**src/rtl/semaforo_monitor.sv**
```systemverilog
// semaforo_monitor: passive read-back checker for traffic-light lamp outputs.
// It decodes the lamps into a phase, checks that exactly one lamp is lit,
// checks the vermelho -> amarelo -> verde order and per-phase durations,
// and counts completed light cycles.
//
//   state | meaning
//   IDLE  | lamps dark or just invalid; waiting for a single lit lamp
//   SYNC  | phase known but its start time is not trusted; no timing checks
//   RUN   | legal sequence tracked; phase durations checked against MIN/MAX
module semaforo_monitor #(
    parameter int MIN_CYC   = 1,
    parameter int MAX_CYC   = 4,
    parameter int NBITS_CYC = 8
) (
    input  logic                 clk,
    input  logic                 reset,
    input  logic                 verde,
    input  logic                 amarelo,
    input  logic                 vermelho,
    output logic [1:0]           phase,
    output logic                 locked,
    output logic                 err_pulse,
    output logic [1:0]           err_code,
    output logic [2:0]           err_flags,
    output logic [NBITS_CYC-1:0] cycles
);

    localparam int DUR_W = $clog2(MAX_CYC + 2);
    localparam logic [DUR_W-1:0] DUR_ONE = DUR_W'(1);
    localparam logic [DUR_W-1:0] DUR_MIN = DUR_W'(MIN_CYC);
    localparam logic [DUR_W-1:0] DUR_MAX = DUR_W'(MAX_CYC);
    localparam logic [DUR_W-1:0] DUR_SAT = DUR_W'(MAX_CYC + 1);

    localparam logic [1:0] PH_DARK = 2'b00;
    localparam logic [1:0] PH_VERM = 2'b01;
    localparam logic [1:0] PH_AMAR = 2'b10;
    localparam logic [1:0] PH_VERD = 2'b11;

    localparam logic [1:0] EC_NONE   = 2'b00;
    localparam logic [1:0] EC_ONEHOT = 2'b01;
    localparam logic [1:0] EC_ORDER  = 2'b10;
    localparam logic [1:0] EC_TIMING = 2'b11;

    typedef enum logic [1:0] {
        IDLE = 2'b00,
        SYNC = 2'b01,
        RUN  = 2'b10
    } state_t;

    state_t                r_state;
    logic [1:0]            r_phase;
    logic [DUR_W-1:0]      r_dur;
    logic                  r_err_pulse;
    logic [1:0]            r_err_code;
    logic [2:0]            r_err_flags;
    logic [NBITS_CYC-1:0]  r_cycles;

    state_t                w_state_nx;
    logic [1:0]            w_phase_nx;
    logic [DUR_W-1:0]      w_dur_nx;
    logic                  w_err_nx;
    logic [1:0]            w_code_nx;
    logic [NBITS_CYC-1:0]  w_cycles_nx;

    logic [1:0]            w_nlit;
    logic                  w_dark;
    logic                  w_multi;
    logic [1:0]            w_q;
    logic [1:0]            w_succ;

    // Lamp decode: lit count and phase code of the single lit lamp.
    always_comb begin
        w_nlit  = {1'b0, verde} + {1'b0, amarelo} + {1'b0, vermelho};
        w_dark  = (w_nlit == 2'd0);
        w_multi = (w_nlit >= 2'd2);
        w_q     = PH_DARK;
        if (vermelho)     w_q = PH_VERM;
        else if (amarelo) w_q = PH_AMAR;
        else if (verde)   w_q = PH_VERD;
        case (r_phase)
            PH_VERM: w_succ = PH_AMAR;
            PH_AMAR: w_succ = PH_VERD;
            PH_VERD: w_succ = PH_VERM;
            default: w_succ = PH_DARK;
        endcase
    end

    // Next-state, phase/duration tracking and error classification.
    // Branch order gives one-hot > order > timing priority for free.
    always_comb begin
        w_state_nx  = r_state;
        w_phase_nx  = r_phase;
        w_dur_nx    = r_dur;
        w_err_nx    = 1'b0;
        w_code_nx   = EC_NONE;
        w_cycles_nx = r_cycles;

        if (w_multi) begin
            w_err_nx   = 1'b1;
            w_code_nx  = EC_ONEHOT;
            w_state_nx = IDLE;
            w_phase_nx = PH_DARK;
            w_dur_nx   = '0;
        end else if (r_state == IDLE) begin
            if (!w_dark) begin
                w_state_nx = SYNC;
                w_phase_nx = w_q;
                w_dur_nx   = DUR_ONE;
            end
        end else if (w_dark) begin
            w_err_nx   = 1'b1;
            w_code_nx  = EC_ONEHOT;
            w_state_nx = IDLE;
            w_phase_nx = PH_DARK;
            w_dur_nx   = '0;
        end else if (w_q == r_phase) begin
            if (r_dur != DUR_SAT) begin
                w_dur_nx = r_dur + DUR_ONE;
            end
            // RUN never holds dur at saturation, so reaching MAX here is
            // the single over-long edge; phase and dur are kept in SYNC.
            if (r_state == RUN && r_dur == DUR_MAX) begin
                w_err_nx   = 1'b1;
                w_code_nx  = EC_TIMING;
                w_state_nx = SYNC;
            end
        end else if (w_q != w_succ) begin
            w_err_nx   = 1'b1;
            w_code_nx  = EC_ORDER;
            w_state_nx = SYNC;
            w_phase_nx = w_q;
            w_dur_nx   = DUR_ONE;
        end else begin
            if (r_state == RUN && r_dur < DUR_MIN) begin
                w_err_nx  = 1'b1;
                w_code_nx = EC_TIMING;
            end
            if (r_state == RUN && r_phase == PH_VERD) begin
                w_cycles_nx = r_cycles + NBITS_CYC'(1);
            end
            w_state_nx = RUN;
            w_phase_nx = w_q;
            w_dur_nx   = DUR_ONE;
        end
    end

    // State, tracking registers, error reporting and cycle counter.
    always_ff @(posedge clk) begin
        if (reset) begin
            r_state     <= IDLE;
            r_phase     <= PH_DARK;
            r_dur       <= '0;
            r_err_pulse <= 1'b0;
            r_err_code  <= EC_NONE;
            r_err_flags <= 3'b000;
            r_cycles    <= '0;
        end else begin
            r_state     <= w_state_nx;
            r_phase     <= w_phase_nx;
            r_dur       <= w_dur_nx;
            r_err_pulse <= w_err_nx;
            r_err_code  <= w_code_nx;
            r_cycles    <= w_cycles_nx;
            if (w_err_nx) begin
                r_err_flags[w_code_nx - 2'd1] <= 1'b1;
            end
        end
    end

    assign phase     = r_phase;
    assign locked    = (r_state == RUN);
    assign err_pulse = r_err_pulse;
    assign err_code  = r_err_code;
    assign err_flags = r_err_flags;
    assign cycles    = r_cycles;

endmodule

```
**config.mk**
```make
export PLATFORM = sky130hd
export DESIGN_NAME = semaforo_monitor
export DESIGN_NICKNAME = d
export VERILOG_FILES = /design/src/rtl/semaforo_monitor.sv
export SDC_FILE = /design/constraint.sdc
export NUM_CORES = 1
export LEC_CHECK = 0
export ABC_AREA = 1
export BUFFER_PORTS_ARGS = -buffer_cell sky130_fd_sc_hd__buf_2
export CORE_MARGIN = 5
export CORE_UTILIZATION = 55
export CTS_CLUSTER_SIZE = 24
export DETAILED_ROUTE_END_ITERATION = 10
export GPL_ROUTABILITY_DRIVEN = 1
export PLACE_DENSITY = 0.78
export SETUP_SLACK_MARGIN = 0.2
export SLEW_MARGIN = 20
export SYNTH_ARGS = -nofsm -noshare
export SYNTH_HDL_FRONTEND = slang
export SYNTH_SLANG_ARGS = --single-unit
export TNS_END_PERCENT = 10
```
**constraint.sdc**
```tcl
create_clock -name clk -period 1.8 [get_ports clk]
set_input_delay 0.18 -clock clk [delete_from_list [all_inputs] [get_ports clk]]
set_output_delay 0.18 -clock clk [all_outputs]
set_load 0.05 [all_outputs]
```
### After elaboration in Yosys (flattened, before gate mapping)

Index checks and enable logic that the tools add are counted.

* $add $sub $neg: 5
* reductions and logical operators: 11
* bitwise gates (word level): 6
* order comparisons: 4
* equal/unequal tests: 12
* mux-type cells: 35

Operators by type and width (count)
* two-way mux 2 bit: 20
* two-way mux 3 bit: 5
* adder 8 x 1 -> 8 bit, second input constant: 1
* two-way mux 1 bit: 8
* inequality test 4 x 3 -> 1 bit, second input constant: 2
* == test 2 bit, second input constant: 3
* inequality test 3 bit, second input constant: 2
* one-hot mux 2 bit (3 select lines): 1
* AND reduction 2 bit: 3
* AND reduction 6 bit: 1
* NOT 1 bit: 5
* logical AND 1 bit: 4
* logical NOT 2 bit: 2
* adder 3 x 1 -> 3 bit, second input constant: 1
* == test 3 bit, second input constant: 1
* < comparator 2 x 3 -> 1 bit, second input constant: 1
* < comparator 3 x 1 -> 1 bit, second input constant: 1
* OR 3 bit: 1
* adder 1 x 1 -> 2 bit: 1
* adder 2 x 1 -> 2 bit: 1
* demux 1 bit (select 2 bit): 1
* == test 2 x 1 -> 1 bit, second input constant: 1
* == test 2 bit: 1
* greater-or-equal comparator 2 x 1 -> 1 bit, second input constant: 1
* 5 further kinds: 5

* logic and storage cells: 80
* input bits: 5
* flip-flop bits (word level): 21

### Longest topological paths before layout

Gate-level depths: netlist of run 1.

* word-level depth: 15
* depth in mapped cells: 13

### Worst setup path before layout of run 1

OpenSTA, ideal clock, no wires.

* kind: flip-flop to flip-flop
* start point: register r_phase[0], in the netlist phase[0]
* end point: register r_cycles[3], in the netlist cycles[3]
* slack: -0.280 ns
* buffers on the path: 0
* setup time: 0.131 ns
* arrival: 1.949 ns
* data required time: 1.669 ns
* cell stages (with the launch flop): 12
* cells stage by stage: dfxtp_1 -> inv_1 -> ha_1 -> nor2_1 -> inv_1 -> nand3_1 -> nand2_1 -> nor2_4 -> nand4_4 -> nor2_2 -> nand2_1 -> nor3b_2

* cells in the longest elaborated chain, start to end: 5

Ends and longest elaborated chain
* start: declaration: RTL line 51 `logic [1:0] r_phase;`
* start signal: assignment: RTL line 159 `r_phase <= w_phase_nx;`
* == test 2 bit, or another cell as far along: RTL line 80, 138
* one-hot mux 2 bit (3 select lines): RTL line 80 `case (r_phase)`
* inequality test 2 bit: RTL line 127 `end else if (w_q != w_succ) begin`
* NOT 1 bit (no source line)
* AND reduction 6 bit (no source line) (*)
* end signal: assignment: RTL line 163 `r_cycles <= w_cycles_nx;`
* end: declaration: RTL line 56 `logic [NBITS_CYC-1:0] r_cycles;`

Mark *: on every way between the ends. The rest lies on a longest branch, timed or not.
A chain may end at the register's enable or synchronous reset.

### Worst setup path after layout of run 1

Same ends and word-level chain as after synthesis.

==> results of run 1 <==
## timing repair
action | in CTS | in global routing
endpoints found under the hold margin | 0 | 0
resized for setup | 2 | 2
hold buffers | 0 | 0
buffers inserted | 3 | 0
pin swaps | 4 | 2
cloned | 1 | 0
setup endpoints to repair | 7 | 19
## metal layers
| layer | part of all wire | track usage |
|---|---|---|
| met5 | 0 | 0 |
| met4 | 0.016 | 0.0971 |
| met3 | 0.047 | 0.0329 |
| met2 | 0.50 | 0.322 |
| met1 | 0.43 | 0.218 |
## power by group through the flow
stage	sequential (W)	combinational, W	clock (W)
CTS	0.000492	0.000262	0.000235
finish	0.000492	0.000266	0.000231
floorplan	0.000537	0.000154	0
global route	0.000495	0.000291	0.000261
detailed placement	0.000502	0.000251	0
global placement	0.000500	0.000243	0
## cells by family (layout without fill, tap and decap cells)
family,after synthesis,count (layout),share of synthesized area
fa+ha+maj,7,7,0.0732
flops,21,21,0.324
compound gates,22,22,0.0896
buf+inv,32,64,0.0944
xor+xnor,4,4,0.0270
simple gates,97,98,0.392
## worst max path at each step
stage | start | endpoint | cells after the start
after floorplan | phase[0] | cycles[3] | 11
after global placement | verde | r_dur[2] | 12
after detailed placement | verde | r_dur[2] | 12
after CTS | phase[0] | cycles[3] | 10
after global routing | phase[0] | cycles[3] | 11
final | phase[0] | cycles[3] | 11
## stage by stage
step | hold slack [ns] | power (W)
2_1_floorplan | 0.395 | 0.000692
3_3_place_gp | 0.434 | 0.000743
3_5_place_dp | 0.447 | 0.000753
4_1_cts | 0.188 | 0.000989
5_1_grt | 0.193 | 0.00105
6_report | 0.195 | 0.000990
## registers in the layout, summed over array words and instances (netlist names)
name       flops
err_pulse      1
err_flags      3
err_code       2
r_state        2
r_dur          3
cycles         8
phase          2
## cell usage in the layout, fill, tap and decap left out
master and count:
sky130_fd_sc_hd__nor3_1 1, sky130_fd_sc_hd__nor2_2 4, sky130_fd_sc_hd__nand4_1 4, sky130_fd_sc_hd__o32ai_1 1
sky130_fd_sc_hd__nand2_2 10, sky130_fd_sc_hd__nor3b_2 1, sky130_fd_sc_hd__inv_4 2, sky130_fd_sc_hd__xnor2_1 4
sky130_fd_sc_hd__inv_2 5, sky130_fd_sc_hd__nand2_1 36, sky130_fd_sc_hd__o21ai_1 1, sky130_fd_sc_hd__clkbuf_4 3
sky130_fd_sc_hd__a21oi_1 15, sky130_fd_sc_hd__nand3_2 2, sky130_fd_sc_hd__nor2_1 13, sky130_fd_sc_hd__nand3b_1 2
sky130_fd_sc_hd__nor2_4 4, sky130_fd_sc_hd__dfxtp_1 19, sky130_fd_sc_hd__fa_2 1, sky130_fd_sc_hd__ha_1 4
sky130_fd_sc_hd__buf_2 21, sky130_fd_sc_hd__nand3_1 16, sky130_fd_sc_hd__nand4_4 1, sky130_fd_sc_hd__dfxtp_4 2
sky130_fd_sc_hd__clkbuf_1 1, sky130_fd_sc_hd__a211oi_1 1, sky130_fd_sc_hd__nand2_4 3, sky130_fd_sc_hd__ha_4 2
sky130_fd_sc_hd__nand4_2 1, sky130_fd_sc_hd__buf_4 8, sky130_fd_sc_hd__inv_1 24, sky130_fd_sc_hd__o21ai_0 4
## layout make-up
class                      count  area (um^2)  area share
tap                           28         35.0      0.0220
sequential                    21          428       0.269
timing repair buffer          29          165       0.104
clock buffer                   4         26.3      0.0165
inverter                      31          121      0.0763
multi-input combinational    131          816       0.513
==> impl_results.md, run 1 <==
* Result of the run: completed
* Cells on Worst Hold Path at 2
* Arrival time of data at the critical path endpoint at between 1.5 and 2 ns
* Most numerous cell types in the synthesized netlist: 39 x sky130_fd_sc_hd__nand2_1, 27 x sky130_fd_sc_hd__inv_1, 21 x sky130_fd_sc_hd__dfxtp_1, 17 x sky130_fd_sc_hd__nand3_1, 15 x sky130_fd_sc_hd__a21oi_1
* Final Slew Violations at 0
* Top cell type by total area after synthesis: sky130_fd_sc_hd__dfxtp_1
* Average vias per placed instance at ~5.3
* # rows at 17
* Layout cells sized above 1 at 0.324
* Worst slack, placed at -0.0439 ns
* Relative slew slack at 0.760
* ANT nets after route at 0
* Pin slew with the least headroom to its limit at 0.359 ns
* Vias after detailed routing at approximately 1300
* Synthesized flop and latch total at 21
* CP dominant cell by count: sky130_fd_sc_hd__nor2_4
* Crit path buf inv count at 2
* Clock sink count at 21
* Switching portion of total power at 0.342
* Highest cell delay on the worst timing path at approximately 0.40 ns
* Die X-Extent at between 50 and 60 um
* Non-filler cells in the finished layout at ~240
* Sequential element share of the synthesized area at 0.324
* Post-layout worst setup margin at approximately 0.14 ns
* Drt total wl at 2950 um
* Power per cell area at slightly above 600 nW/um^2
* Clock-pin slew reported for the worst setup and hold paths after clock tree synthesis at ~0.12 ns
* Share of total power in combinational logic at 0.269
* Number of standard cells after synthesis at between 150 and 200
* GR Util All Layers at 0.186
* CTS root buffer: sky130_fd_sc_hd__clkbuf_4
* VDD IR max at between 500 and 600 uV
* Count of flip-flops with a built-in enable after synthesis at 0
* Routed wire per std cell at 12.1 um
* Synth cell types at 26
* Switch Pwr at around 0.00034 W
* Classification of the worst setup path: flop to flop
* Internal power of the cells at 0.000652 W
* HP Start: reset
* Largest fanout of any net on the critical path at 5
* Clock share of power at 0.234
* Worst reg2reg endpoint: cycles[3]
* Share of the clock period used by the worst path after layout at 0.921
* CP required at ~2 ns
* Kind of launch point of the worst setup path: flop
* FFs w/ async S/R, synth at 0
* Largest delay contributor family on the critical path: simple AND/OR/NAND/NOR gates
* # setup viols final at 0
* Post-Synthesis Cell Area at 1300 um^2
* Count of maximum capacitance violations at 0
* Number of global-route vias before repair at 1227
* Vertical extent of the die at roughly 60 um
* Placed instance count at 236
* Total non-filler cell area in the finished layout at approximately 1600 um^2
* Summed negative setup slack over all endpoints at 0 ns
* Library cell with the highest instance count after synthesis: sky130_fd_sc_hd__nand2_1
* Layout net count at about 230
* Final HPWL from detailed placement at 2290 um
* Fin util at 0.713
* Worst min path class: primary input to flop
* Cell area after placement at 1520 um^2
* Setup Skew at around 0.0027 ns
* Antenna violations before repair at 0
* Synth Net Count at between 150 and 200
* Total number of H-tree levels at 1
* Core Area at 2230 um^2
* Final-layout fill cell count at ~180
* Clock buffers created by TritonCTS at 3
* Max Clk Rate at around 600 MHz
* Critical path endpoint category: flop
* First-iteration detailed-routing DRC count at 40
* GRT Residual Overflow at 0
* Final estimated routing congestion in global placement at roughly 0.83
* Buffer levels on the longest clock path at 2
* Number of warnings printed during yosys synthesis at 0
* Diodes inserted at 0
* Cells along the critical path: inv_4 > ha_4 > nor2_4 > inv_2 > nand3_2 > nand2_2 > nor2_4 > nand4_4 > nor2_2 > nand2_1 > nor3b_2
* TritonCTS clock tree: built
* Yosys top cell area share at 0.324
* Initial core utilization at 0.582
* Top area cells in the synthesized netlist: sky130_fd_sc_hd__dfxtp_1 32%, sky130_fd_sc_hd__nand2_1 11%, sky130_fd_sc_hd__inv_1 7.8%
* Detailed-route DRC error count at 0
* Final worst path period need at ~1.7 ns
* Sequential share of power at 0.497
* Layout-stage area growth over the synthesis result at 22.5%
* Final hold violations at 0
* Number of cells on the worst reg-to-reg path at 11
* Source-to-sink clock delay at the later pin of the worst-skew pair at just over 0.3 ns
* Launch instance of the worst register-to-register path: phase[0]
* Top-level I/O count at 22
* Endpoint with the worst hold slack: err_flags[1]
* RSZ-0062 raised after global routing: true
* Most used flip-flop cell after synthesis: sky130_fd_sc_hd__dfxtp_1
* Setup slack of the most critical reg-to-reg path at about 0.14 ns
* Number of optimization iterations in the first detailed-route pass at 4
* Number of port buffers at 21
* Area of the die at about 3400 um^2
* Slowest library cell on the worst path: sky130_fd_sc_hd__dfxtp_4
* Maximum number of pins on one net before global-route repair at 12
* Avg Inst Size Synth at a little over 7 um^2
* Static leakage at ~0.76 nW
* Wire length of the first global-routing pass at 5030 um
Power figures use the tool's default switching activity.
==> inputs of run 2 (changes only) <==
CELL_PAD_IN_SITES_DETAIL_PLACEMENT = 1   (was unset)
CELL_PAD_IN_SITES_GLOBAL_PLACEMENT = 1   (was unset)
CORE_UTILIZATION = 39   (was 55)
PLACE_DENSITY = unset   (was 0.78)
PLACE_DENSITY_LB_ADDON = 0.1   (was unset)
TNS_END_PERCENT = unset   (was 10)
==> run 2 against run 1 <==
Clock power grew 3%. Sequential power about the same. Clock-buffer cell count is the same. Non-clock buffer count increased by 4. Core utilization is 20 points lower. Critical path depth stayed put. Worst hold slack got worse by 0.0053 ns. Clock skew barely moved. Final area grew 4.8%. Wire length increased by 18%. Fmax up 2.0%. Critical endpoint unchanged. Largest cell class unchanged.
==> impl_results.md, run 2 (synthesis gave the netlist of run 1 again) <==
* Result of the run: completed
* Clock sink count at 21
* Setup Skew at approximately 0.0026 ns
* Final worst path period need at 1.62 ns
* Average vias per placed instance at roughly 4.8
* Core Area at between 3000 and 4000 um^2
* CTS root buffer: sky130_fd_sc_hd__clkbuf_4
* Drt total wl at ~3500 um
* Source-to-sink clock delay at the later pin of the worst-skew pair at between 0.3 and 0.4 ns
* Layout cells sized above 1 at 0.359
* Final hold violations at 0
* # setup viols final at 0
* Total number of H-tree levels at 1
* Largest delay contributor family on the critical path: simple AND/OR/NAND/NOR gates
* Maximum number of pins on one net before global-route repair at 12
* Relative slew slack at 0.757
* Layout net count at approximately 230
* Antenna violations before repair at 0
* Kind of launch point of the worst setup path: flop
* Critical path endpoint category: flop
* Worst min path class: primary input to flop
* Max Clk Rate at roughly 600 MHz
* Vias after detailed routing at approximately 1300
* Wire length of the first global-routing pass at 5710 um
* GRT Residual Overflow at 0
* VDD IR max at roughly 310 uV
* Worst-case hold slack at approximately 0.19 ns
* Die X-Extent at about 68 um
* Share of the clock period used by the worst path after layout at 0.903
* Final HPWL from detailed placement at about 2600 um
* Commonest cells after routing, fill and taps aside: 35 x sky130_fd_sc_hd__nand2_1, 23 x sky130_fd_sc_hd__inv_1, 21 x sky130_fd_sc_hd__buf_2, 19 x sky130_fd_sc_hd__dfxtp_1, 16 x sky130_fd_sc_hd__nand3_1
* Power per cell area at around 610 nW/um^2
* Cells on Worst Hold Path at 2
* ANT nets after route at 0
* # rows at 21
* Layout-stage area growth over the synthesis result at 28.4%
* Count of maximum capacitance violations at 0
* Crit path buf inv count at 2
* Area of the die at 4580 um^2
* Leading cell type in the layout, fill and taps excluded: sky130_fd_sc_hd__nand2_1
* Clock-pin slew reported for the worst setup and hold paths after clock tree synthesis at between 0.1 and 0.15 ns
* CP required at 2.01 ns
* Setup slack of the most critical reg-to-reg path at 0.18 ns
* Clock buffers created by TritonCTS at 3
* First-iteration detailed-routing DRC count at 50
* Diodes inserted at 0
* Detailed-route DRC error count at 0
* Final estimated routing congestion in global placement at approximately 0.85
* Static leakage at roughly 0.77 nW
* Largest fanout of any net on the critical path at 5
* Pin slew with the least headroom to its limit at about 0.36 ns
* Number of global-route vias before repair at between 1000 and 1500
* Number of port buffers at 21
* Final Slew Violations at 0
* Number of cells on the critical path at 11
* TritonCTS clock tree: built
* Number of optimization iterations in the first detailed-route pass at 4
* Routed wire per std cell at roughly 13 um
* Arrival time of data at the critical path endpoint at between 1.5 and 2 ns
* Classification of the worst setup path: flop to flop
* CP dominant cell by count: sky130_fd_sc_hd__nor2_4
* Highest cell delay on the worst timing path at between 0.3 and 0.4 ns
* RSZ-0062 raised after global routing: true
* Cells along the critical path: inv_4 > ha_4 > nor2_4 > inv_2 > nand3_2 > nand2_2 > nor2_4 > nand4_4 > nor2_2 > nand2_1 > nor3b_2
* GR Util All Layers at 0.163
* Flip-flop count of the largest register, all copies and words added at 8
* Summed negative setup slack over all endpoints at 0 ns
* Slowest library cell on the worst path: sky130_fd_sc_hd__dfxtp_4
* Vertical extent of the die at about 68 um
* Cts-stage hold buffer count at 0
* Initial core utilization at 0.395
* Buffer levels on the longest clock path at 2
* Number of cells on the worst reg-to-reg path at 11
* Top-level I/O count at 22
run 2: power by group:
group          total (W)  switching [W]  leakage (nW)  internal, W
logic           0.000290       0.000192         0.584    0.0000984
clock network   0.000237       0.000150        0.0150    0.0000866
registers       0.000491      0.0000116         0.172     0.000479
total            0.00102       0.000354         0.771     0.000664
run 2: final timing paths:
check                    start      endpoint
setup reg to reg      phase[0]     cycles[3]
hold / removal           reset     err_pulse
setup / recovery      phase[0]     cycles[3]
hold reg to reg   err_flags[2]  err_flags[2]
run 2: through the flow:
stage                      util  setup WS (ns)  cells  cell area [um^2]  total power (W)
after global routing      0.508         0.0591    266              1670          0.00108
final                     0.508          0.175    266              1670          0.00102
after global placement    0.469         0.0272    254              1540         0.000751
after floorplan               -          0.127    183              1340         0.000693
after CTS                 0.493          0.155    263              1620          0.00102
after detailed placement  0.469        -0.0384    254              1540         0.000760
run 2: routing by layer:
metal / up-vias / wire length (um) / GRT usage
met3: 4 / 133 / 0.0216
met5: - / 0 / 0
met4: 0 / 38 / 0.0557
met1: 585 / 1470 / 0.187
met2: 20 / 1830 / 0.306
li1: 660 / - / -
run 2: layout make-up:
cell class	instances	area (um^2)
flip-flops and latches	21	428
repair buffers	33	195
clock buffers	4	26.3
fillers	441	1620
inverters	31	121
multi-input cells	131	840
well taps	46	57.6
run 2: repair_timing:
action	4_1_cts	5_1_grt
cloned	1	0
endpoints found under the setup margin	7	16
resized for setup	4	6
setup buffers	4	3
pin swaps	7	5
